<file path="src/rtl/dm_access_unit.sv">
// Data-memory access sequencer: issues one req/ack memory transaction per load/store,
// places store bytes on their lanes, and aligns and extends load data into mdr.
module dm_access_unit #(
  parameter int TIMEOUT_CYCLES = 16,
  parameter int CNT_W          = 8
) (
  input  logic        clk,
  input  logic        rst,
  input  logic        start,
  input  logic        is_store,
  input  logic [2:0]  funct3,
  input  logic [31:0] addr,
  input  logic [31:0] wdata,
  output logic        mem_req,
  output logic        mem_we,
  output logic [31:0] mem_addr,
  output logic [3:0]  mem_be,
  output logic [31:0] mem_wdata,
  input  logic [31:0] mem_rdata,
  input  logic        mem_ack,
  output logic        busy,
  output logic        done,
  output logic        err,
  output logic [31:0] mdr
);

  typedef enum logic [1:0] {S_IDLE, S_REQ, S_DONE} state_t;

  localparam logic [CNT_W-1:0] CNT_LAST = CNT_W'(TIMEOUT_CYCLES - 1);

  state_t      state_q;
  logic [2:0]  funct3_q;
  logic [1:0]  lane_q;
  logic        bad_q;
  logic [CNT_W-1:0] cnt_q;
  logic        mem_req_q, mem_we_q, busy_q, done_q, err_q;
  logic [31:0] mem_addr_q, mem_wdata_q, mdr_q;
  logic [3:0]  mem_be_q;

  logic        access_ok_d;
  logic [3:0]  be_d;
  logic [31:0] wdata_d;
  logic [31:0] shifted_d;
  logic [31:0] load_d;
  logic        timeout_hit;

  // Request decode from the controller inputs; only consumed when a start is accepted.
  always_comb begin
    access_ok_d = 1'b0;
    be_d        = 4'b1111;
    wdata_d     = wdata;
    case (funct3)
      3'b000: begin
        access_ok_d = 1'b1;
        if (is_store) be_d = 4'b0001 << addr[1:0];
        wdata_d = {4{wdata[7:0]}};
      end
      3'b001: begin
        access_ok_d = ~addr[0];
        if (is_store) be_d = 4'b0011 << {addr[1], 1'b0};
        wdata_d = {2{wdata[15:0]}};
      end
      3'b010:  access_ok_d = (addr[1:0] == 2'b00);
      3'b100:  access_ok_d = ~is_store;
      3'b101:  access_ok_d = ~is_store & ~addr[0];
      default: access_ok_d = 1'b0;
    endcase
  end

  // Halfword lanes are always even, so one shift serves both byte and halfword loads.
  always_comb begin
    shifted_d = mem_rdata >> {lane_q, 3'b000};
    case (funct3_q)
      3'b000:  load_d = {{24{shifted_d[7]}}, shifted_d[7:0]};
      3'b001:  load_d = {{16{shifted_d[15]}}, shifted_d[15:0]};
      3'b100:  load_d = {24'h000000, shifted_d[7:0]};
      3'b101:  load_d = {16'h0000, shifted_d[15:0]};
      default: load_d = mem_rdata;
    endcase
  end

  assign timeout_hit = (TIMEOUT_CYCLES != 0) && (cnt_q == CNT_LAST);

  always_ff @(posedge clk) begin
    if (rst) begin
      state_q     <= S_IDLE;
      funct3_q    <= 3'b000;
      lane_q      <= 2'b00;
      bad_q       <= 1'b0;
      cnt_q       <= '0;
      mem_req_q   <= 1'b0;
      mem_we_q    <= 1'b0;
      mem_addr_q  <= 32'h0;
      mem_be_q    <= 4'b0000;
      mem_wdata_q <= 32'h0;
      busy_q      <= 1'b0;
      done_q      <= 1'b0;
      err_q       <= 1'b0;
      mdr_q       <= 32'h0;
    end else begin
      case (state_q)
        S_IDLE: begin
          if (start) begin
            state_q  <= S_REQ;
            busy_q   <= 1'b1;
            cnt_q    <= '0;
            funct3_q <= funct3;
            lane_q   <= addr[1:0];
            bad_q    <= ~access_ok_d;
            // A rejected access spends its REQ cycle with the bus idle.
            if (access_ok_d) begin
              mem_req_q   <= 1'b1;
              mem_we_q    <= is_store;
              mem_addr_q  <= {addr[31:2], 2'b00};
              mem_be_q    <= be_d;
              mem_wdata_q <= wdata_d;
            end
          end
        end
        S_REQ: begin
          if (bad_q) begin
            state_q <= S_DONE;
            done_q  <= 1'b1;
            err_q   <= 1'b1;
          end else if (mem_ack) begin
            state_q   <= S_DONE;
            done_q    <= 1'b1;
            err_q     <= 1'b0;
            mem_req_q <= 1'b0;
            mem_we_q  <= 1'b0;
            if (!mem_we_q) mdr_q <= load_d;
          end else if (timeout_hit) begin
            state_q   <= S_DONE;
            done_q    <= 1'b1;
            err_q     <= 1'b1;
            mem_req_q <= 1'b0;
            mem_we_q  <= 1'b0;
          end else if (cnt_q != {CNT_W{1'b1}}) begin
            cnt_q <= cnt_q + CNT_W'(1);
          end
        end
        default: begin
          state_q <= S_IDLE;
          busy_q  <= 1'b0;
          done_q  <= 1'b0;
          err_q   <= 1'b0;
        end
      endcase
    end
  end

  assign mem_req   = mem_req_q;
  assign mem_we    = mem_we_q;
  assign mem_addr  = mem_addr_q;
  assign mem_be    = mem_be_q;
  assign mem_wdata = mem_wdata_q;
  assign busy      = busy_q;
  assign done      = done_q;
  assign err       = err_q;
  assign mdr       = mdr_q;

endmodule

</file>
<file path="config.mk">
export PLATFORM = sky130hd
export DESIGN_NAME = dm_access_unit
export DESIGN_NICKNAME = d
export VERILOG_FILES = /design/src/rtl/dm_access_unit.sv
export SDC_FILE = /design/constraint.sdc
export NUM_CORES = 1
export LEC_CHECK = 0
export BUFFER_PORTS_ARGS = -buffer_cell sky130_fd_sc_hd__buf_2
export CAP_MARGIN = 30
export CORE_ASPECT_RATIO = 1.2
export CORE_MARGIN = 2
export CORE_UTILIZATION = 49
export CTS_BUF_LIST = sky130_fd_sc_hd__clkbuf_16
export CTS_CLUSTER_SIZE = 28
export DETAILED_ROUTE_END_ITERATION = 8
export GPL_TIMING_DRIVEN = 0
export HOLD_SLACK_MARGIN = 0.02
export PLACE_DENSITY = 0.78
export SLEW_MARGIN = 5
export SYNTH_ARGS = -nofsm -noshare
export SYNTH_HDL_FRONTEND = slang
export SYNTH_SLANG_ARGS = --single-unit
</file>
<file path="constraint.sdc">
create_clock -name clk -period 1.8 [get_ports clk]
set_input_delay 0.18 -clock clk [delete_from_list [all_inputs] [get_ports clk]]
set_output_delay 0.18 -clock clk [all_outputs]
set_load 0.1 [all_outputs]
</file>
* Word level (Yosys, flattened, before mapping)
Cells that the tools add are included.
** Cells by class
- Add/sub/neg operators :: 1
- Equal/unequal tests :: 18
- Shift-type cells :: 3
- Mux-type cells :: 35
- Bitwise gates (word level) :: 8
- Reductions and logical operators :: 13
** Operator list (count)
- case mux 32 bit (4 select lines) :: 1
- case mux 32 bit (2 select lines) :: 1
- 2-to-1 mux 8 bit :: 5
- right shift 32 x 5 -> 16 bit :: 1
- case mux 8 bit (2 select lines) :: 1
- 2-to-1 mux 1 bit :: 13
- equality test 3 bit, second input constant :: 4
- inequality test 2 bit, second input constant :: 6
- case mux 1 bit (2 select lines) :: 5
- adder 8 x 1 -> 8 bit, second input constant :: 1
- equality test 8 x 4 -> 1 bit, second input constant :: 1
- 2-to-1 mux 2 bit :: 4
- 2-to-1 mux 4 bit :: 2
- inequality test 8 bit, second input constant :: 1
- case mux 4 bit (2 select lines) :: 1
- AND reduction 2 bit :: 4
- inverter 1 bit :: 7
- equality test 3 x 1 -> 1 bit, second input constant :: 2
- zero test 3 bit :: 2
- AND reduction 6 bit :: 1
- case mux 1 bit (5 select lines) :: 1
- AND reduction 5 bit :: 1
- zero test 2 bit :: 2
- inequality test 4 bit, second input constant :: 1
- 10 further kinds :: 10
** Storage, ports and cells
- Bits in registers :: 119
- Output and inout bits :: 105

* Logic depth before layout (Yosys ltp)
Gate-level depths: netlist of run 1.
- Depth after elaboration :: 6
- Depth in mapped cells :: 8
- Gate-level depth less buffers :: 6

* Worst setup path before layout of run 1
OpenSTA, ideal clock, no wires.
- Path kind :: register to register
- From :: reg mem_we_q (netlist: mem_we)
- To :: reg mdr_q[25] (netlist: mdr[25])
- Library setup time :: 0.086 ns
- Data arrival time :: 1.823 ns
- Slack :: -0.109 ns
- Cell stages (with the launch flop) :: 5
- Period minus slack after synthesis :: 1.909 ns
- Cell sequence :: dfxtp_1 > nand3b_1 > clkbuf_1 > a21oi_1 > a211oi_1
** Between the ends
- Cells in the longest elaborated chain, start to end :: 2
** RTL lines
- from (decl) :: RTL line 36 : logic mem_req_q, mem_we_q, busy_q, done_q, err_q;
- from (signal assigned) :: RTL line 113 : mem_we_q <= is_store;
- inverter 1 bit (no line)
- AND reduction 4 bit (no line)
- to (signal assigned) :: RTL line 131 : if (!mem_we_q) mdr_q <= load_d;
- to (decl) :: RTL line 37 : logic [31:0] mem_addr_q, mem_wdata_q, mdr_q;
No other way between the ends.
A chain may end at the register's enable or synchronous reset.

* Worst setup path after layout of run 1
- From :: reg state_q[0]
- To :: reg cnt_q[6]
** Between the ends
- Cells in the longest elaborated chain, start to end :: 3
** RTL lines
- from (decl) :: RTL line 31 : state_t state_q;
- from (signal assigned) :: RTL line 86 : state_q <= S_IDLE;
- from (signal assigned) :: RTL line 104 : state_q <= S_REQ;
- from (signal assigned) :: RTL line 122 : state_q <= S_DONE;
- equality test 2 x 1 -> 1 bit or zero test 2 bit (tied branches) :: RTL line 101 : case (state_q)
- inequality test 2 bit (no line) or nonzero test 2 bit (tied branches)
- AND reduction 6 bit (no line)
- to (signal assigned) :: RTL line 139 : cnt_q <= cnt_q + CNT_W'(1);
- to (decl) :: RTL line 35 : logic [CNT_W-1:0] cnt_q;
Several ways; a longest one is shown, not always the timed one.

==> impl_metrics.env, run 1 <==
export IMPL_clock_path_buffers=2
export IMPL_vias=5961
export IMPL_finalHoldViolations=0
export IMPL_end_kind="flip-flop"
export IMPL_worst_slack_ns=-0.00509
export IMPL_worst_slew_pin_slew_ns=0.841
export IMPL_critPathLaunchType="flip-flop"
export IMPL_fin_skew_ns=0.0117
export IMPL_min_path_type="input pin to flip-flop"
export IMPL_io_pins=209
export IMPL_core_mm2=0.0109
export IMPL_cts_made_buffers=17
export IMPL_top_layer="met4"
export IMPL_synth_warning_count=0
export IMPL_ys_types=47
export IMPL_fin_area_mm2=0.00764
export IMPL_final_cell_mix="buf_2 (220), nand2_1 (135), dfxtp_1 (114)"
export IMPL_first_pass_iters=7
export IMPL_grt_pass1_wl_mm=27.8
export IMPL_first_iter_violations=346
export IMPL_clockRootBuffer="clkbuf_16"
export IMPL_wire_per_inst_um=16.8
export IMPL_met1Wirelength_mm=7.10
export IMPL_synth_edf_count=0
export IMPL_htreeDepth=4
export IMPL_finalSetupViolations=1
export IMPL_cp_arrival_ns=2.15
export IMPL_grt_usage_pct=29.4
export IMPL_final_common_cell="buf_2"
export IMPL_power_density_mw_per_mm2=1060
export IMPL_cts_sinks=119
export IMPL_synth_area_mm2=0.00540
export IMPL_gr_total_overflow=0
export IMPL_rows=42
export IMPL_rsz0062_at_grt="true"
export IMPL_path_max_fanout=9
export IMPL_num_nets_final=1028
export IMPL_chipWidth_um=99.8
export IMPL_maxSlewHeadroom_pct=43.6
export IMPL_die_area_mm2=0.0119
export IMPL_status="complete, but fails checks"
export IMPL_hpwl_mm=12.6
export IMPL_drive_above_1_share_pct=32.9
export IMPL_period_needed_ns=1.81
export IMPL_wl_met3_mm=1.55
export IMPL_synth_ff_type="dfxtp_1"
export IMPL_syn2layout_area_growth_pct=41.6
export IMPL_gp_congestion=0.919
export IMPL_power_leakage_uw=0.00331
export IMPL_max_cap_viol_count=0
export IMPL_synth_yosys_seq_area_share_pct=44.1
export IMPL_dpl_instance_area_mm2=0.00659
export IMPL_clk_latency_ns=0.42
export IMPL_vias_per_cell=5.58
export IMPL_tns_ns=-0.00509
export IMPL_clk_pin_slew_ns=0.06
export IMPL_ant_nets=0
export IMPL_wl_mm=18.0
export IMPL_start_util_pct=49.6
export IMPL_drc=0
export IMPL_grt_pass1_vias=5582
export IMPL_synth_seq_cells=119
export IMPL_drv_slew=0
export IMPL_fp_dieH_um=119
export IMPL_grt_max_degree=17
export IMPL_cts_tree="built"
export IMPL_fmax_mhz=554
export IMPL_violations="setup timing"
export IMPL_period_share_pct=100
export IMPL_synth_cells=660
export IMPL_diodes=0
export IMPL_crit_type="flip-flop to flip-flop"
export IMPL_synthArstFlopShare_pct=0
export IMPL_cp_required_ns=2.15
export IMPL_dr_wl_met2_mm=8.56
export IMPL_avgSynthCellArea_um2=8.18
export IMPL_ir_drop_mv=0.645
export IMPL_antenna_found_initial=0
export IMPL_io_buffers=205
-- repair_timing --
| item | in CTS | in global routing |
|---|---|---|
| endpoints found under the setup margin | 63 | 77 |
| hold buffers | 28 | 0 |
| buffers inserted | 6 | 4 |
| cloned | 0 | 1 |
| gates resized for setup | 15 | 23 |
| hold endpoints to repair | 28 | 0 |
| pin swaps | 4 | 10 |
-- per-stage QoR --
step | total power [uW] | instances | setup WS (ns) | hold WS [ns] | utilization, %
floorplan | 4340 | 661 | 0.135 | 0.316 | -
global placement | 4760 | 998 | -0.206 | 0.422 | 60.6
detailed placement | 4780 | 998 | -0.183 | 0.426 | 60.6
CTS | 8080 | 1064 | -0.0117 | 0.0212 | 69.4
global route | 8370 | 1068 | -0.102 | 0.0377 | 70.3
finish | 8100 | 1068 | -0.00509 | 0.0245 | 70.3
-- flip-flops by register name, summed over array words and instances, names as in the netlist --
register,cells
bad_q,1
busy,1
cnt_q,8
done,1
err,1
funct3_q,3
lane_q,2
mdr,32
mem_addr,30
mem_be,4
mem_req,1
mem_wdata,32
mem_we,1
state_q,2
-- where the power goes --
part	total, uW	internal, uW	switching, uW
Combinational	2010	494	1520
Clock	3230	1920	1310
Sequential	2860	2770	81.8
Total	8100	5190	2910
-- path summary, 6_finish.rpt --
| check | end | slack, ns | depth (start not counted) | startpoint |
|---|---|---|---|---|
| setup / recovery | cnt_q[6] | -0.005 | 7 | state_q[0] |
| hold / removal | mem_addr[31] | 0.02 | 3 | addr[31] |
| hold reg to reg | mdr[2] | 0.45 | 2 | mdr[2] |
| setup reg to reg | cnt_q[6] | -0.005 | 7 | state_q[0] |
-- critical path, cell delays in order, from the launching register on --
cell	delay [ns]
dfxtp_1	0.29
clkbuf_4	0.17
nand2b_4	0.17
a21oi_2	0.16
o211ai_1	0.19
buf_4	0.20
or4_1	0.42
a21oi_2	0.14
-- cell families (layout without fill, tap and decap cells) --
family	Yosys count	in the layout	synth area share [%]
AND/OR/NAND/NOR	246	246	20.0
AO/OA/AOI/OAI	192	192	23.7
flip-flops	119	119	44.1
buffers and inverters	66	341	5.33
multiplexers	34	34	6.40
adder cells (fa/ha/maj)	1	1	0.232
other	1	2	0.0695
XOR/XNOR	1	1	0.162
-- area by class of cell --
cell class	count	area, um2
buffer	53	263
sequential	119	2390
fill	936	3230
timing repair buffer	244	1400
multi-input combinational	476	2810
inverter	12	45.0
clock inverter	15	145
tap	132	165
clock buffer	17	425
-- synthesized netlist by cell type, types with 3 or more instances --
cell / count / area (um2)
o211ai_1: 12 / 90.1
nor2b_1: 3 / 18.8
dfxtp_1: 119 / 2380
inv_1: 11 / 41.3
a311oi_1: 8 / 70.1
nor3_1: 6 / 30.0
o21ai_0: 22 / 110
a22oi_1: 7 / 52.6
o221ai_1: 7 / 61.3
nand3b_1: 10 / 75.1
nor2_1: 62 / 233
a21oi_1: 90 / 450
nand2_1: 135 / 507
nor4_1: 4 / 25.0
or4_1: 4 / 30.0
buf_2: 20 / 100
nand3_1: 5 / 25.0
clkbuf_1: 29 / 109
nand2b_1: 8 / 50.1
o41ai_2: 8 / 130
mux2i_1: 33 / 330
a211oi_1: 26 / 195
-- metal layers --
layer  global-route usage [%]  up-vias
li1                         -     2851
met4                     14.6        0
met3                     6.75       58
met5                        0        -
met2                     48.7      329
met1                     35.5     2723
Power figures use the tool's default switching activity.
==> inputs of run 2 (changes only) <==
- ABC_AREA: not set -> 1
- ABC_CLOCK_PERIOD_IN_PS: not set -> 1770
- CORE_UTILIZATION: 49 -> 50
- PLACE_DENSITY: 0.78 -> 0.79
- clock period: 1.8 -> 1.77 ns (I/O delays scaled with it)
==> impl_metrics.env, run 2 <==
export IMPL_clockRootBuffer="clkbuf_16"
export IMPL_period_needed_ns=1.63
export IMPL_io_pins=209
export IMPL_multi_input_area_mm2=0.00265
export IMPL_ir_drop_mv=0.738
export IMPL_power_density_mw_per_mm2=1130
export IMPL_swShare_pct=37.5
export IMPL_final_cell_mix="buf_2 (219), nor2_1 (153), nand2_1 (135)"
export IMPL_drc=0
export IMPL_yosysMostFrequentCell="nor2_1"
export IMPL_worst_slew_pin_slew_ns=0.552
export IMPL_start_util_pct=50.9
export IMPL_synth_xor_area_share_pct=0.313
export IMPL_min_path_type="input pin to flip-flop"
export IMPL_p_switching_uw=3260
export IMPL_ant_nets=0
export IMPL_vias=6363
export IMPL_vias_per_cell=5.19
export IMPL_cp_arrival_ns=1.92
export IMPL_period_share_pct=92.1
export IMPL_fin_cells=1225
export IMPL_htreeDepth=4
export IMPL_synth_common_cells="nor2_1 (154), nand2_1 (136), o21ai_0 (123)"
export IMPL_antenna_found_initial=1
export IMPL_synth_yosys_seq_area_share_pct=42.6
export IMPL_grt_max_degree=17
export IMPL_crit_type="flip-flop to flip-flop"
export IMPL_max_stage_delay_ns=0.40
export IMPL_grt_pass1_wl_mm=28.7
export IMPL_path_max_fanout=10
export IMPL_cts_sinks=119
export IMPL_grt_pass1_vias=6063
export IMPL_cpMaxStageDelayCell="dfxtp_1"
export IMPL_critPathLaunchType="flip-flop"
export IMPL_yosys_area_share_simple_pct=25.4
export IMPL_wire_per_inst_um=14.7
export IMPL_first_pass_iters=6
export IMPL_internal_power_uw=5430
export IMPL_power_leakage_uw=0.00413
export IMPL_wl_met3_mm=1.39
export IMPL_num_nets_final=1184
export IMPL_yosysTopAreaCell="dfxtp_1"
export IMPL_end_kind="flip-flop"
export IMPL_first_iter_violations=351
export IMPL_nFillCells=914
export IMPL_status="completed"
export IMPL_synthAdderAreaFrac_pct=0.224
export IMPL_max_cap_viol_count=0
export IMPL_cts_tree="built"
export IMPL_synth_ff_type="dfxtp_1"
export IMPL_synth_cells=824
export IMPL_fp_dieH_um=120
export IMPL_crit_chain="inv_2, nor2_4, inv_2, nor3_4, buf_4, buf_2, a21oi_1"
export IMPL_tns_ns=0
export IMPL_wl_mm=18.0
export IMPL_io_buffers=205
export IMPL_die_area_mm2=0.0121
export IMPL_synth_top_family_by_area="simple AND/OR/NAND/NOR gates"
export IMPL_dp_cells=1162
export IMPL_clk_latency_ns=0.42
export IMPL_seqPwrFrac_pct=34.0
export IMPL_dr_wl_met2_mm=8.80
export IMPL_clkPwrFrac_pct=39.0
export IMPL_fin_util_pct=70.1
export IMPL_top_layer="met4"
export IMPL_ys_types=31
export IMPL_drv_slew=0
export IMPL_finalHoldViolations=0
export IMPL_met1Wirelength_mm=7.11
export IMPL_synthArstFlopShare_pct=0
export IMPL_synth_edf_count=0
export IMPL_rows=42
export IMPL_gr_total_overflow=0
export IMPL_syn2layout_area_growth_pct=37.6
export IMPL_final_common_cell="buf_2"
export IMPL_maxSlewHeadroom_pct=63.2
export IMPL_combPwrFrac_pct=27.0
export IMPL_ys_top_cells_by_area="dfxtp_1 (43%), o21ai_0 (11%), nor2_1 (10%), nand2_1 (9.1%), inv_1 (5.3%)"
export IMPL_fin_skew_ns=0.00725
export IMPL_seq_area_mm2=0.00238
export IMPL_synth_compound_area_share_pct=19.5
export IMPL_gp_congestion=0.892
export IMPL_critPathMostFrequentCell="inv_2"
export IMPL_drive_above_1_share_pct=25.4
export IMPL_synth_top_cell_area_share_pct=42.6
export IMPL_cts_made_buffers=17
export IMPL_core_mm2=0.0110
export IMPL_synth_mux_area_share_pct=1.43
export IMPL_grt_usage_pct=30.0
export IMPL_clk_pin_slew_ns=0.06
export IMPL_synth_warning_count=0
export IMPL_synth_seq_cells=119
export IMPL_cp_required_ns=2.06
export IMPL_finalSetupViolations=0
export IMPL_avgSynthCellArea_um2=6.79
export IMPL_clock_path_buffers=2
export IMPL_hpwl_mm=12.6
export IMPL_synth_area_mm2=0.00559
export IMPL_chipWidth_um=101
export IMPL_fmax_mhz=614
-- run 2: cell count changes after synthesis, moves of 9 or more --
| cell | before | now |
|---|---|---|
| a211oi_1 | 26 | 1 |
| a21oi_1 | 90 | 47 |
| buf_4 | 2 | 11 |
| inv_1 | 11 | 79 |
| mux2i_1 | 33 | 8 |
| nand3_1 | 5 | 48 |
| nand3b_1 | 10 | 0 |
| nor2_1 | 62 | 154 |
| o21ai_0 | 22 | 123 |
| o21ai_1 | 1 | 14 |
-- run 2: worst max-delay path, delay by kind of cell (launching register included) --
family	cells	cell delay, ns
compound gates	1	0.10
buf+inv	4	0.66
flops	1	0.40
simple gates	2	0.34
-- run 2: metrics by stage --
step | hold WS [ns] | area (um2) | power (uW) | worst slack, ns
3_3_place_gp | 0.398 | 6790 | 5250 | 0.0792
2_1_floorplan | 0.312 | 5600 | 4780 | 0.0675
4_1_cts | 0.0308 | 7670 | 8660 | 0.110
5_1_grt | 0.0482 | 7690 | 8970 | -0.00371
6_report | 0.0377 | 7690 | 8700 | 0.140
3_5_place_dp | 0.405 | 6790 | 5260 | 0.0412
-- run 2: power groups by stage --
stage	Combinational [uW]	Sequential, uW	Clock (uW)
after floorplan	661	4120	0
after global placement	2250	3000	0
after detailed placement	2260	3000	0
after CTS	2320	2950	3390
after global routing	2490	2970	3510
final	2350	2950	3390
-- run 2: repair_timing --
action,in CTS,in global routing
hold buffers,30,0
hold endpoints to repair,30,0
gates resized for setup,1,6
endpoints found under the setup margin,1,24
buffers inserted,0,0
-- run 2: layout make-up --
class                      instances  share of cell area (%)
multi-input combinational        568                    34.5
sequential                       119                    31.0
timing repair buffer             235                    17.2
clock buffer                      17                    5.53
inverter                          84                    4.10
buffer                            54                    3.51
tap                              132                    2.15
clock inverter                    15                    2.02
antenna                            1                  0.0325
-- run 2: worst paths after layout --
path / slack, ns / end / startpoint / cells past startpoint
worst max-delay path: 0.14 / mdr[0] / state_q[0] / 7
worst min-delay path: 0.04 / mem_wdata[0] / wdata[0] / 3
worst max register to register: 0.14 / mdr[0] / state_q[0] / 7
worst min register to register: 0.47 / done / done / 2
-- run 2: routing by layer --
metal	GRT usage, %	vias up
li1	-	3167
met4	15.5	0
met2	51.3	279
met1	33.5	2848
met3	8.39	69
met5	0	-
-- run 2: logic make-up (layout without fill, tap and decap cells) --
group | after synthesis | in the layout
compound gates | 204 | 204
simple gates | 351 | 351
flops | 119 | 119
fa+ha+maj | 1 | 1
xor+xnor | 2 | 2
buf+inv | 138 | 405
other cells | 1 | 3
mux | 8 | 8
